--- src/rtl/lcd_frame_scheduler_if.sv ---
// lcd_frame_scheduler_if: byte-writer handshake and pixel-source bus of the frame scheduler
interface lcd_frame_scheduler_if;
  logic [8:0] wr_data;
  logic       wr_en;
  logic       wr_done;
  logic [8:0] pix_x;
  logic [8:0] pix_y;
  logic [7:0] pix_data;
  modport master (output wr_data, wr_en, pix_x, pix_y, input wr_done, pix_data);
  modport slave (input wr_data, wr_en, pix_x, pix_y, output wr_done, pix_data);
endinterface

--- src/rtl/lcd_frame_scheduler.sv ---
// lcd_frame_scheduler: streams CASET/RASET/RAMWR and one full frame of RGB332 pixels into lcd_write; LCD_FRAME_SCHED_CONTINUOUS_EN repeats frames back-to-back
module lcd_frame_scheduler #(
  parameter int H_RES = 240,
  parameter int V_RES = 160,
  parameter int X_OFS = 0,
  parameter int Y_OFS = 0
) (
  input  logic                         clk_25MHz,
  input  logic                         rst_n,
  input  logic                         i_init_done,
  input  logic                         i_frame_start,
  lcd_frame_scheduler_if.master        bus,
  output logic                         o_frame_busy,
  output logic                         o_frame_done
);
  typedef enum logic [2:0] {IDLE, CASET, RASET, RAMWR, PIXELS, DONE} state_t;
  localparam logic [15:0] XS = 16'(X_OFS);
  localparam logic [15:0] XE = 16'(X_OFS + H_RES - 1);
  localparam logic [15:0] YS = 16'(Y_OFS);
  localparam logic [15:0] YE = 16'(Y_OFS + V_RES - 1);
  localparam logic [8:0]  XL = 9'(H_RES - 1);
  localparam logic [8:0]  YL = 9'(V_RES - 1);
`ifdef LCD_FRAME_SCHED_CONTINUOUS_EN
  localparam state_t DONE_NX = CASET;
  logic w_go;
  assign w_go = i_init_done;
`else
  localparam state_t DONE_NX = IDLE;
  logic w_go;
  assign w_go = i_init_done & i_frame_start;
`endif
  state_t     r_state, w_state_nx;
  logic [2:0] r_idx, w_idx_nx;
  logic [8:0] r_x, r_y, w_x_nx, w_y_nx;
  logic       w_last_param, w_last_x, w_last_y;
  assign w_last_param = r_idx == 3'd4;
  assign w_last_x = r_x == XL;
  assign w_last_y = r_y == YL;
  function automatic logic [8:0] param_byte(input logic [7:0] cmd, input logic [15:0] s, input logic [15:0] e, input logic [2:0] i);
    return i == 3'd0 ? {1'b0, cmd} : i == 3'd1 ? {1'b1, s[15:8]} : i == 3'd2 ? {1'b1, s[7:0]} :
           i == 3'd3 ? {1'b1, e[15:8]} : {1'b1, e[7:0]};
  endfunction
  // state, byte index and pixel coordinate registers
  always_ff @(posedge clk_25MHz or negedge rst_n) begin
    if (!rst_n) begin
      r_state <= IDLE;
      r_idx   <= '0;
      r_x     <= '0;
      r_y     <= '0;
    end else begin
      r_state <= w_state_nx;
      r_idx   <= w_idx_nx;
      r_x     <= w_x_nx;
      r_y     <= w_y_nx;
    end
  end
  // advance only on wr_done; losing init_done anywhere but IDLE aborts the frame
  always_comb begin
    w_state_nx = r_state;
    w_idx_nx   = r_idx;
    w_x_nx     = r_x;
    w_y_nx     = r_y;
    if (r_state != IDLE && !i_init_done) begin
      w_state_nx = IDLE;
      w_idx_nx   = '0;
      w_x_nx     = '0;
      w_y_nx     = '0;
    end else begin
      case (r_state)
        IDLE: begin
          w_state_nx = w_go ? CASET : IDLE;
          w_idx_nx   = '0;
        end
        CASET, RASET: if (bus.wr_done) begin
          w_idx_nx   = w_last_param ? 3'd0 : r_idx + 3'd1;
          w_state_nx = !w_last_param ? r_state : r_state == CASET ? RASET : RAMWR;
        end
        RAMWR: if (bus.wr_done) begin
          w_state_nx = PIXELS;
          w_x_nx     = '0;
          w_y_nx     = '0;
        end
        PIXELS: if (bus.wr_done) begin
          w_x_nx     = w_last_x ? 9'd0 : r_x + 9'd1;
          w_y_nx     = !w_last_x ? r_y : w_last_y ? 9'd0 : r_y + 9'd1;
          w_state_nx = w_last_x && w_last_y ? DONE : PIXELS;
        end
        DONE: begin
          w_state_nx = DONE_NX;
          w_idx_nx   = '0;
          w_x_nx     = '0;
          w_y_nx     = '0;
        end
        default: w_state_nx = IDLE;
      endcase
    end
  end
  // outputs decoded from state, index and coordinates
  always_comb begin
    bus.wr_en    = r_state inside {CASET, RASET, RAMWR, PIXELS};
    o_frame_done = r_state == DONE;
`ifdef LCD_FRAME_SCHED_CONTINUOUS_EN
    o_frame_busy = r_state != IDLE;
`else
    o_frame_busy = r_state inside {CASET, RASET, RAMWR, PIXELS};
`endif
    bus.wr_data  = r_state == CASET  ? param_byte(8'h2A, XS, XE, r_idx) :
                   r_state == RASET  ? param_byte(8'h2B, YS, YE, r_idx) :
                   r_state == RAMWR  ? 9'h02C :
                   r_state == PIXELS ? {1'b1, bus.pix_data} : 9'h000;
    bus.pix_x    = r_x;
    bus.pix_y    = r_y;
  end
endmodule

--- src/flat_wrapper.sv ---
// flat-port wrapper written by rule: the top's interface ports become plain ports
module lcd_frame_scheduler_flat 
#(
  parameter int H_RES = 240,
  parameter int V_RES = 160,
  parameter int X_OFS = 0,
  parameter int Y_OFS = 0
)
  (clk_25MHz, rst_n, i_init_done, i_frame_start, o_frame_busy, o_frame_done, bus_wr_data, bus_wr_en, bus_pix_x, bus_pix_y, bus_wr_done, bus_pix_data);
  lcd_frame_scheduler_if bus_i ();
  input  logic clk_25MHz;
  input  logic rst_n;
  input  logic i_init_done;
  input  logic i_frame_start;
  output logic o_frame_busy;
  output logic o_frame_done;
  output wire logic [$bits(bus_i.wr_data)-1:0] bus_wr_data;
  output wire logic [$bits(bus_i.wr_en)-1:0] bus_wr_en;
  output wire logic [$bits(bus_i.pix_x)-1:0] bus_pix_x;
  output wire logic [$bits(bus_i.pix_y)-1:0] bus_pix_y;
  input wire logic [$bits(bus_i.wr_done)-1:0] bus_wr_done;
  input wire logic [$bits(bus_i.pix_data)-1:0] bus_pix_data;
  assign bus_wr_data = bus_i.wr_data;
  assign bus_wr_en = bus_i.wr_en;
  assign bus_pix_x = bus_i.pix_x;
  assign bus_pix_y = bus_i.pix_y;
  assign bus_i.wr_done = bus_wr_done;
  assign bus_i.pix_data = bus_pix_data;
  lcd_frame_scheduler #(.H_RES(H_RES), .V_RES(V_RES), .X_OFS(X_OFS), .Y_OFS(Y_OFS)) u_core (.clk_25MHz(clk_25MHz), .rst_n(rst_n), .i_init_done(i_init_done), .i_frame_start(i_frame_start), .bus(bus_i), .o_frame_busy(o_frame_busy), .o_frame_done(o_frame_done));
endmodule
--- config.mk ---
export PLATFORM = sky130hd
export DESIGN_NAME = lcd_frame_scheduler_flat
export DESIGN_NICKNAME = d
export VERILOG_FILES = /design/src/rtl/lcd_frame_scheduler_if.sv /design/src/rtl/lcd_frame_scheduler.sv /design/src/flat_wrapper.sv
export SDC_FILE = /design/constraint.sdc
export NUM_CORES = 1
export LEC_CHECK = 0
export ABC_CLOCK_PERIOD_IN_PS = 2500
export BUFFER_PORTS_ARGS = -buffer_cell sky130_fd_sc_hd__buf_2
export CAP_MARGIN = 20
export CELL_PAD_IN_SITES_DETAIL_PLACEMENT = 0
export CELL_PAD_IN_SITES_GLOBAL_PLACEMENT = 1
export CORE_ASPECT_RATIO = 1.5
export CORE_UTILIZATION = 39
export DETAILED_ROUTE_END_ITERATION = 8
export PLACE_DENSITY = 0.88
export SYNTH_ARGS = -nofsm -noshare
export SYNTH_HDL_FRONTEND = slang
export SYNTH_SLANG_ARGS = --single-unit
--- constraint.sdc ---
create_clock -name clk_25MHz -period 2.5 [get_ports clk_25MHz]
set_input_delay 0.75 -clock clk_25MHz [delete_from_list [all_inputs] [get_ports clk_25MHz]]
set_output_delay 0.75 -clock clk_25MHz [all_outputs]
set_load 0.02 [all_outputs]
Word-level counts from Yosys, hierarchy flattened

Cells that the tools add are included.

Input bits: 13
Bits in registers: 24

Mux-type cells: 35
Eq/ne operators: 16
Reductions and logical operators: 15
Bitwise operators: 1
$add $sub $neg: 3

Operators with widths:

| cell                | number |
|---|---|
| $mux 9              | 18 |
| $pmux 9 s3          | 2 |
| $mux 3              | 8 |
| $add 9x1->9 const B | 2 |
| $eq 9x8->1 const B  | 2 |
| $mux 8              | 2 |
| $eq 3x2->1 const B  | 4 |
| $pmux 3 s4          | 1 |
| $eq 3x3->1 const B  | 3 |
| $ne 3x2->1 const B  | 3 |
| $reduce_and 4->1    | 2 |
| $reduce_bool 4->1   | 2 |
| $eq 3x1->1 const B  | 2 |
| $logic_not 3->1     | 2 |
| $ne 3x1->1 const B  | 2 |
| $pmux 3 s2          | 1 |
| $reduce_bool 3->1   | 2 |
| $reduce_or 2->1     | 2 |
| $add 3x1->3 const B | 1 |
| $mux 1              | 3 |
| $reduce_and 3->1    | 1 |
| $logic_and 1x1->1   | 2 |
| $reduce_and 2->1    | 1 |
| $and 1x1->1         | 1 |
| $logic_not 1->1     | 1 |

Longest topological paths before layout

Gate-level depths: netlist (run 1).

Word-level depth: 7
Mapped depth: 7
Gate-level depth less buffers: 7

Worst setup path before layout (run 1)

Ideal clock, no wire load.

Path type: reg-to-output
From: register u_core.r_idx[0]
To: output bus_wr_data[0]
Buffers on the path: 0
Stages on the path, launching flop included: 8
Required time: 1.750 ns
Arrival time: 1.752 ns
Slack: -0.002 ns
Cell sequence: dfrtp_1 -> inv_1 -> ha_1 -> nor3_1 -> o21bai_1 -> nor2_1 -> a22oi_1 -> o21ai_0

Cells in the longest elaborated chain, start to end: 7

Ends and longest elaborated chain:

| item                     | line                       | RTL |
|---|---|---|
| start: declaration       | lcd_frame_scheduler.sv:33  | `logic [2:0] r_idx, w_idx_nx;` |
| start signal: assignment | lcd_frame_scheduler.sv:52  | `r_idx <= w_idx_nx;` |
| $eq 3x2->1               | lcd_frame_scheduler.sv:41  | `i == 3'd3 ? {1'b1, e[15:8]} : {1'b1, e[7:0]};` |
| $mux 8                   | lcd_frame_scheduler.sv:41  |  |
| $mux 9 (3 in a row)      | lcd_frame_scheduler.sv:40  | `return i == 3'd0 ? {1'b0, cmd} : i == 3'd1 ? {1'b1, s[15:8]} : i == 3'd2 ? {1'b1, s[7:0]} :` |
| $mux 9                   | lcd_frame_scheduler.sv:108 | `r_state == RASET ? param_byte(8'h2B, YS, YE, r_idx) :` |
| $mux 9 *                 | lcd_frame_scheduler.sv:107 | `bus.wr_data = r_state == CASET ? param_byte(8'h2A, XS, XE, r_idx) :` |
| end: declaration         | flat_wrapper.sv:17         | `output wire logic [$bits(bus_i.wr_data)-1:0] bus_wr_data;` |

Every way passes the cells marked *; elsewhere a longest branch is shown, timed or not.

Worst setup path after layout (run 1)

From: register u_core.r_idx[0]
To: output bus_wr_data[7]

The elaborated chain is that of the path after synthesis.

==> metrics, run 1 <==
die height=between 80 and 90 um; Num CTS Buffers=3; vias=about 1.7k; Area growth syn-to-layout=26.4%; total grt overflow=0; PD cells=a little under 400 nW/um^2; Clock Pin Slew Worst Setup and Hold Paths=approximately 0.080 ns; reg2reg start=u_core.bus.pix_x[0]; Max-slew headroom=63.6%; Fillers=434; per-cell routed wire length=between 10 and 15 um; Root Driver=clkbuf_8; NetSw=~0.00027 W; H-Tree Depth=1; Max-Cap Viols=0; CTS tree=built; CTS Buffer Depth=2; Crit Path Category=flop to output port; unrepaired setup endpoints after global routing=yes; worst-path maximum fanout=5; routability cong.=between 0.8 and 0.9; synthesized area=around 1700 um^2; violated checks=setup timing; Post-DRT Antenna Nets=0; clk sinks=24; period utilization=102%; EDFF count, synth=0; Hold WC Path Type=input pin to async pin; Non-Filler Instances=299; Post-CTS Hold Fix Bufs=0; Setup Fix Bufs, Post-CTS=0; Ys Warns=0; largest net degree at the start of global routing=25; Top Ports=between 40 and 50; final wirelength=4080 um; CP endpoint kind=output port; switching share of power=between 30 and 40%; post-synthesis net count=about 230; synthesized netlist cell count=209; r2r endpoint=u_core.bus.pix_y[7]; max frequency=~390 MHz; mean post-synth cell area=between 8 and 9 um^2; leading area contributor after synthesis=dfrtp_1; drt first pass iters=4; Sequential Power Share=around 48%; Max VDD drop=between 0.3 and 0.4 mV; Worst EP arrival=roughly 1.8 ns; Nets=approximately 280; internal power component=approximately 0.00060 W; worst skew pair latency=~0.27 ns; WP data required=1.75 ns; Tightest Pin Transition=~0.55 ns; top_reg_cell synth=dfrtp_1; Leak Pwr=slightly above 1 nW; Rows=29; initial antenna violation count=0; Yosys cell types=46; Slew Limit Fails=0; fraction of layout cells with a size suffix above 1=between 30% and 40%; first-pass GRT wire length=roughly 6800 um; DRC=0; DR vias/cell=approximately 5.7; die footprint=between 4000 and 5000 um^2; post-synthesis register bit count=24; Gate power share=around a quarter; fin crit period=2.55 ns; diode count=0; sequential area share after synthesis=a little over a third; Worst R2R Setup Slack=0.45 ns; largest cells by area after synthesis=dfrtp_1 35%, o21ai_0 7.8%, nand2_1 6.3%; FFs w/ async S/R, synth=100%; Die X=56.3 um; hold violation total from the final report=0; Worst Skew=0.00174 ns; IO buf count=42; core area=4250 um^2; GRT Total Usage=approximately 18%; setup slack after layout=-0.0471 ns; Post-DP HPWL=2980 um; Initial Util=about two fifths; status=complete, but fails checks; final number of setup-violating endpoints=4; post-synth top area share=a little over a third; Final Power=around 0.00087 W; number of global-route vias before repair=~1.5k; Clk pwr share=26.7%; R2R cell count=6; DRT iter0 DRCs=~50; dpl cells=around 300; element type at the critical path start=flop
critical path, cell delays in order, from the launching register on:
cell	delay, ns
dfrtp_2	0.47
ha_2	0.19
ha_2	0.17
o21bai_4	0.18
nor2_4	0.15
a22oi_1	0.11
o21ai_1	0.12
buf_4	0.15
Yosys cell counts, drive strengths merged, types with 3 or more instances:
cell type	number
xor2	4
ha	7
a22oi	5
clkbuf	7
o21bai	3
inv	9
nor2	21
a21boi	3
a21oi	10
and3	7
buf	4
nand2	29
o211ai	3
dfrtp	24
nor3	5
o21ai	27
nand3	5
o31ai	6
layout make-up:
cell class,count,area [um^2],share of cell area [%]
inverters,9,36.3,1.66
repair buffers,52,309,14.2
clock buffers,3,41.3,1.89
well taps,46,57.6,2.64
multi-input cells,165,1130,51.8
flip-flops and latches,24,606,27.8
kinds of logic (layout without fill, tap and decap cells):
kind of cell	after synthesis	count (layout)	share of synthesized area, %
AO/OA/AOI/OAI	66	66	25.3
XOR/XNOR	6	6	3.05
adder cells (fa/ha/maj)	7	7	5.08
buffers and inverters	20	64	5.52
flip-flops	24	24	34.8
AND/OR/NAND/NOR	86	86	26.2
flip-flops by register name (all words and copies together) (netlist names):
| name | count |
|---|---|
| u_core.bus.pix_x | 9 |
| u_core.r_idx | 3 |
| u_core.bus.pix_y | 9 |
| u_core.r_state | 3 |
metal layers:
layer  track usage [%]  part of all wire (%)  wire (um)  vias to the layer above
met1              21.2                    42       1700                      795
met5                 0                     0          0                        -
li1                  -                     -          -                      846
met2              31.4                    52       2110                       48
met4              9.09                   2.9        119                        0
met3              1.71                   3.8        155                        9
cells in the final DEF, fill, tap and decap left out, types with 6 or more instances in the layout:
cell and count:
a21oi_1 8, and3_1 7, buf_2 34, buf_4 17, dfrtp_1 20, inv_1 7
nand2_1 27, nor2_1 20, o21ai_0 20, o21ai_1 7, o31ai_1 6
metrics by stage:
| step | hold WS (ns) | setup slack [ns] | instance area (um^2) | setup TNS, ns | utilization [%] |
|---|---|---|---|---|---|
| 3_5_place_dp | 0.523 | 0.0783 | 2010 | 0 | 47.2 |
| 5_1_grt | 0.497 | -0.146 | 2180 | -0.922 | 51.3 |
| 4_1_cts | 0.473 | -0.0463 | 2140 | -0.132 | 50.5 |
| 6_report | 0.453 | -0.0471 | 2180 | -0.0985 | 51.3 |
| 3_3_place_gp | 0.511 | 0.106 | 2010 | 0 | 47.2 |
| 2_1_floorplan | 0.454 | 0.00523 | 1720 | 0 | - |
power groups by stage:
stage | clock network [W] | registers [W] | logic, W
after floorplan | 0 | 0.000428 | 0.000115
after global placement | 0 | 0.000421 | 0.000184
after detailed placement | 0 | 0.000421 | 0.000186
after CTS | 0.000240 | 0.000414 | 0.000214
after global routing | 0.000246 | 0.000418 | 0.000239
final | 0.000231 | 0.000416 | 0.000219
what timing repair did:
item,CTS,global route
setup endpoints to repair,8,9
pin swaps,8,5
gates resized for setup,31,11
endpoints found under the hold margin,0,0
worst max path at each step:
stage	startpoint	to
6_report	u_core.r_idx[0]	bus_wr_data[7]
5_1_grt	u_core.r_idx[0]	bus_wr_data[4]
4_1_cts	u_core.r_idx[1]	bus_wr_data[0]
3_5_place_dp	u_core.r_idx[0]	bus_wr_data[0]
3_3_place_gp	u_core.r_idx[0]	bus_wr_data[0]
2_1_floorplan	u_core.r_idx[0]	bus_wr_data[5]
Power figures use the tool's default switching activity.
==> run 2: changes to the inputs <==
--- a/config.mk
+++ b/config.mk
@@ -14,6 +14,7 @@
 export CORE_UTILIZATION = 39
 export DETAILED_ROUTE_END_ITERATION = 8
 export PLACE_DENSITY = 0.88
+export SETUP_SLACK_MARGIN = 0.4
 export SYNTH_ARGS = -nofsm -noshare
 export SYNTH_HDL_FRONTEND = slang
 export SYNTH_SLANG_ARGS = --single-unit
==> metrics, run 2 (synthesis gave the netlist of run 1 again) <==
die height=83.4 um (unchanged); unrepaired setup endpoints after global routing=yes; DRT iter0 DRCs=37 (-24%); Worst EP arrival=1.81 ns (about the same); first-pass GRT wire length=7290 um (+6.7%); CP Cell Sequence=ha_4 > ha_4 > o21bai_4 > nor2_4 > a22oi_2 > o21ai_2 > buf_6; delay-heaviest family, CP=flip-flops; Num CTS Buffers=3 (unchanged); Root Driver=clkbuf_8; Area growth syn-to-layout=36.3%; CTS Buffer Depth=2 (unchanged); internal power component=0.000717 W (+20%); H-Tree Depth=1 (unchanged); element type at the critical path start=flop; CP dominant cell by count=ha_4; final number of setup-violating endpoints=4 (unchanged); WP buf/inv=1 (unchanged); Max-Cap Viols=0 (unchanged); Max VDD drop=0.390 mV (+4.3%); vias=1712 (+0.82%); Post-DP Area=2090 um^2 (+4.4%); CP endpoint kind=output port; most frequent cells in the layout=31 x buf_2, 26 x nand2_1, 20 x o21ai_0, 20 x dfrtp_1, 17 x buf_4; Gate power share=24.2% (-1.1 points); Max-slew headroom=63.4% (-0.28 points); Worst Skew=0.00366 ns (+0.00192 ns); drt first pass iters=4 (unchanged); max frequency=391 MHz (-0.33%); initial antenna violation count=0 (unchanged); die footprint=4700 um^2 (unchanged); DRC=0 (unchanged); Post-DRT Antenna Nets=0 (unchanged); violated checks=setup timing; setup slack after layout=-0.0556 ns (-0.00844 ns); Worst R2R Setup Slack=0.62 ns (+0.17 ns); worst skew pair latency=0.27 ns (about the same); Post-DP HPWL=3080 um (+3.6%); routability cong.=0.844 (+3.0%); Tightest Pin Transition=0.550 ns (+0.00424 ns); Top Ports=43 (unchanged); Nets=277 (+0.73%); Initial Util=40.6% (unchanged); total grt overflow=0 (unchanged); fin crit period=2.56 ns (+0.00844 ns); Crit path largest cell delay=0.47 ns (about the same); clk sinks=24 (unchanged); most common cell after layout, fill and taps aside=buf_2; CP max-delay cell=dfrtp_2; WP data required=1.75 ns (about the same); CTS tree=built; per-cell routed wire length=14.0 um (+2.4%); NetSw=0.000281 W (+4.5%); PD cells=425 nW/um^2 (+7.0%); period utilization=102% (+0.34 points); DR vias/cell=5.67 (-0.18%); Crit Path Category=flop to output port; fraction of layout cells with a size suffix above 1=40.6% (+7.4 points); final wirelength=4220 um (+3.4%); hold violation total from the final report=0 (unchanged); diode count=0 (unchanged); post-placement setup slack=0.189 ns (+0.111 ns); status=complete, but fails checks; core area=4250 um^2 (unchanged); post-route cell area=2350 um^2 (+7.8%); Die X=56.3 um (unchanged); Slew Limit Fails=0 (unchanged); worst-path maximum fanout=5 (unchanged); Leak Pwr=1.06 nW (+5.2%); Final Power=0.000998 W (+15%); largest net degree at the start of global routing=25 (unchanged); Clock Pin Slew Worst Setup and Hold Paths=0.09 ns (about the same); Hold WC Path Type=input pin to async pin; Rows=29 (unchanged); Clk pwr share=34.0% (+7.3 points); GRT Total Usage=19.0% (+1.1 points); switching share of power=28.2% (-2.9 points); number of global-route vias before repair=1628 (+6.1%); Fillers=413 (-4.8%); Sequential Power Share=41.8% (-6.2 points); IO buf count=42 (unchanged)
==> run 2: cell count changes in the layout (fill, tap and decap cells not counted), moves of 2 or more <==
cell | before | now
o21ai_1 | 7 | 0
a22oi_1 | 2 | 0
nor2_1 | 20 | 16
buf_6 | 1 | 6
nand2_2 | 1 | 3
a22oi_2 | 3 | 5
buf_2 | 34 | 31
nor2_2 | 0 | 3
o21ai_2 | 0 | 6
ha_4 | 3 | 5
==> run 2: worst paths after layout <==
kind                                            end                start  cells after the start
worst min register to register  u_core.bus.pix_y[8]  u_core.bus.pix_y[8]                      1
min in group clk_25MHz          u_core.bus.pix_y[8]  u_core.bus.pix_y[8]                      1
worst max-delay path                 bus_wr_data[0]      u_core.r_idx[0]                      7
worst max register to register  u_core.bus.pix_y[7]    u_core.r_state[2]                      6
max in group asynchronous           u_core.r_idx[0]                rst_n                      1
worst min-delay path              u_core.r_state[2]                rst_n                      1
==> run 2: layout make-up <==
| cell class | instances | area [um^2] | area share, % |
|---|---|---|---|
| clock buffer | 3 | 41.3 | 1.76 |
| tap | 46 | 57.6 | 2.45 |
| sequential | 24 | 606 | 25.8 |
| multi-input combinational | 165 | 1230 | 52.4 |
| inverter | 9 | 33.8 | 1.44 |
| clock inverter | 1 | 30.0 | 1.28 |
| timing repair buffer | 54 | 350 | 14.9 |
==> run 2: power by group through the flow <==
stage	sequential [W]	combinational, W	clock [W]
after floorplan	0.000429	0.000134	0
final	0.000417	0.000242	0.000340
after global placement	0.000425	0.000194	0
after detailed placement	0.000425	0.000195	0
after CTS	0.000414	0.000221	0.000350
after global routing	0.000420	0.000265	0.000365
==> run 2: timing repair <==
action / in CTS / in global routing
setup buffers: 1 / 1
gates resized for setup: 24 / 20
setup endpoints to repair: 12 / 17
hold buffers: 0 / 0
pin swaps: 11 / 8
==> run 2: worst reg2reg max path: cells and delay by family, from the launching register on <==
family          cells  cell delay [ns]
buf+inv             1             0.18
flops               1             0.41
compound gates      2             0.27
simple gates        3             0.96
==> run 2: stage by stage <==
step	hold slack, ns	std cells	util, %	setup TNS, ns
finish	0.458	302	55.3	-0.144
global route	0.494	302	55.3	-0.822
detailed placement	0.531	296	49.3	0
global placement	0.511	296	49.3	0
floorplan	0.454	209	-	0
CTS	0.475	301	52.9	-0.134
==> run 2: metal layers <==
metal / share of wire (%) / GRT usage [%] / routed length, um / vias to the layer above
li1: - / - / - / 844
met1: 41 / 23.1 / 1750 / 821
met2: 54 / 34.1 / 2280 / 41
met3: 3.1 / 1.40 / 129 / 6
met4: 1.5 / 7.32 / 62 / 0
met5: 0 / 0 / 0 / -
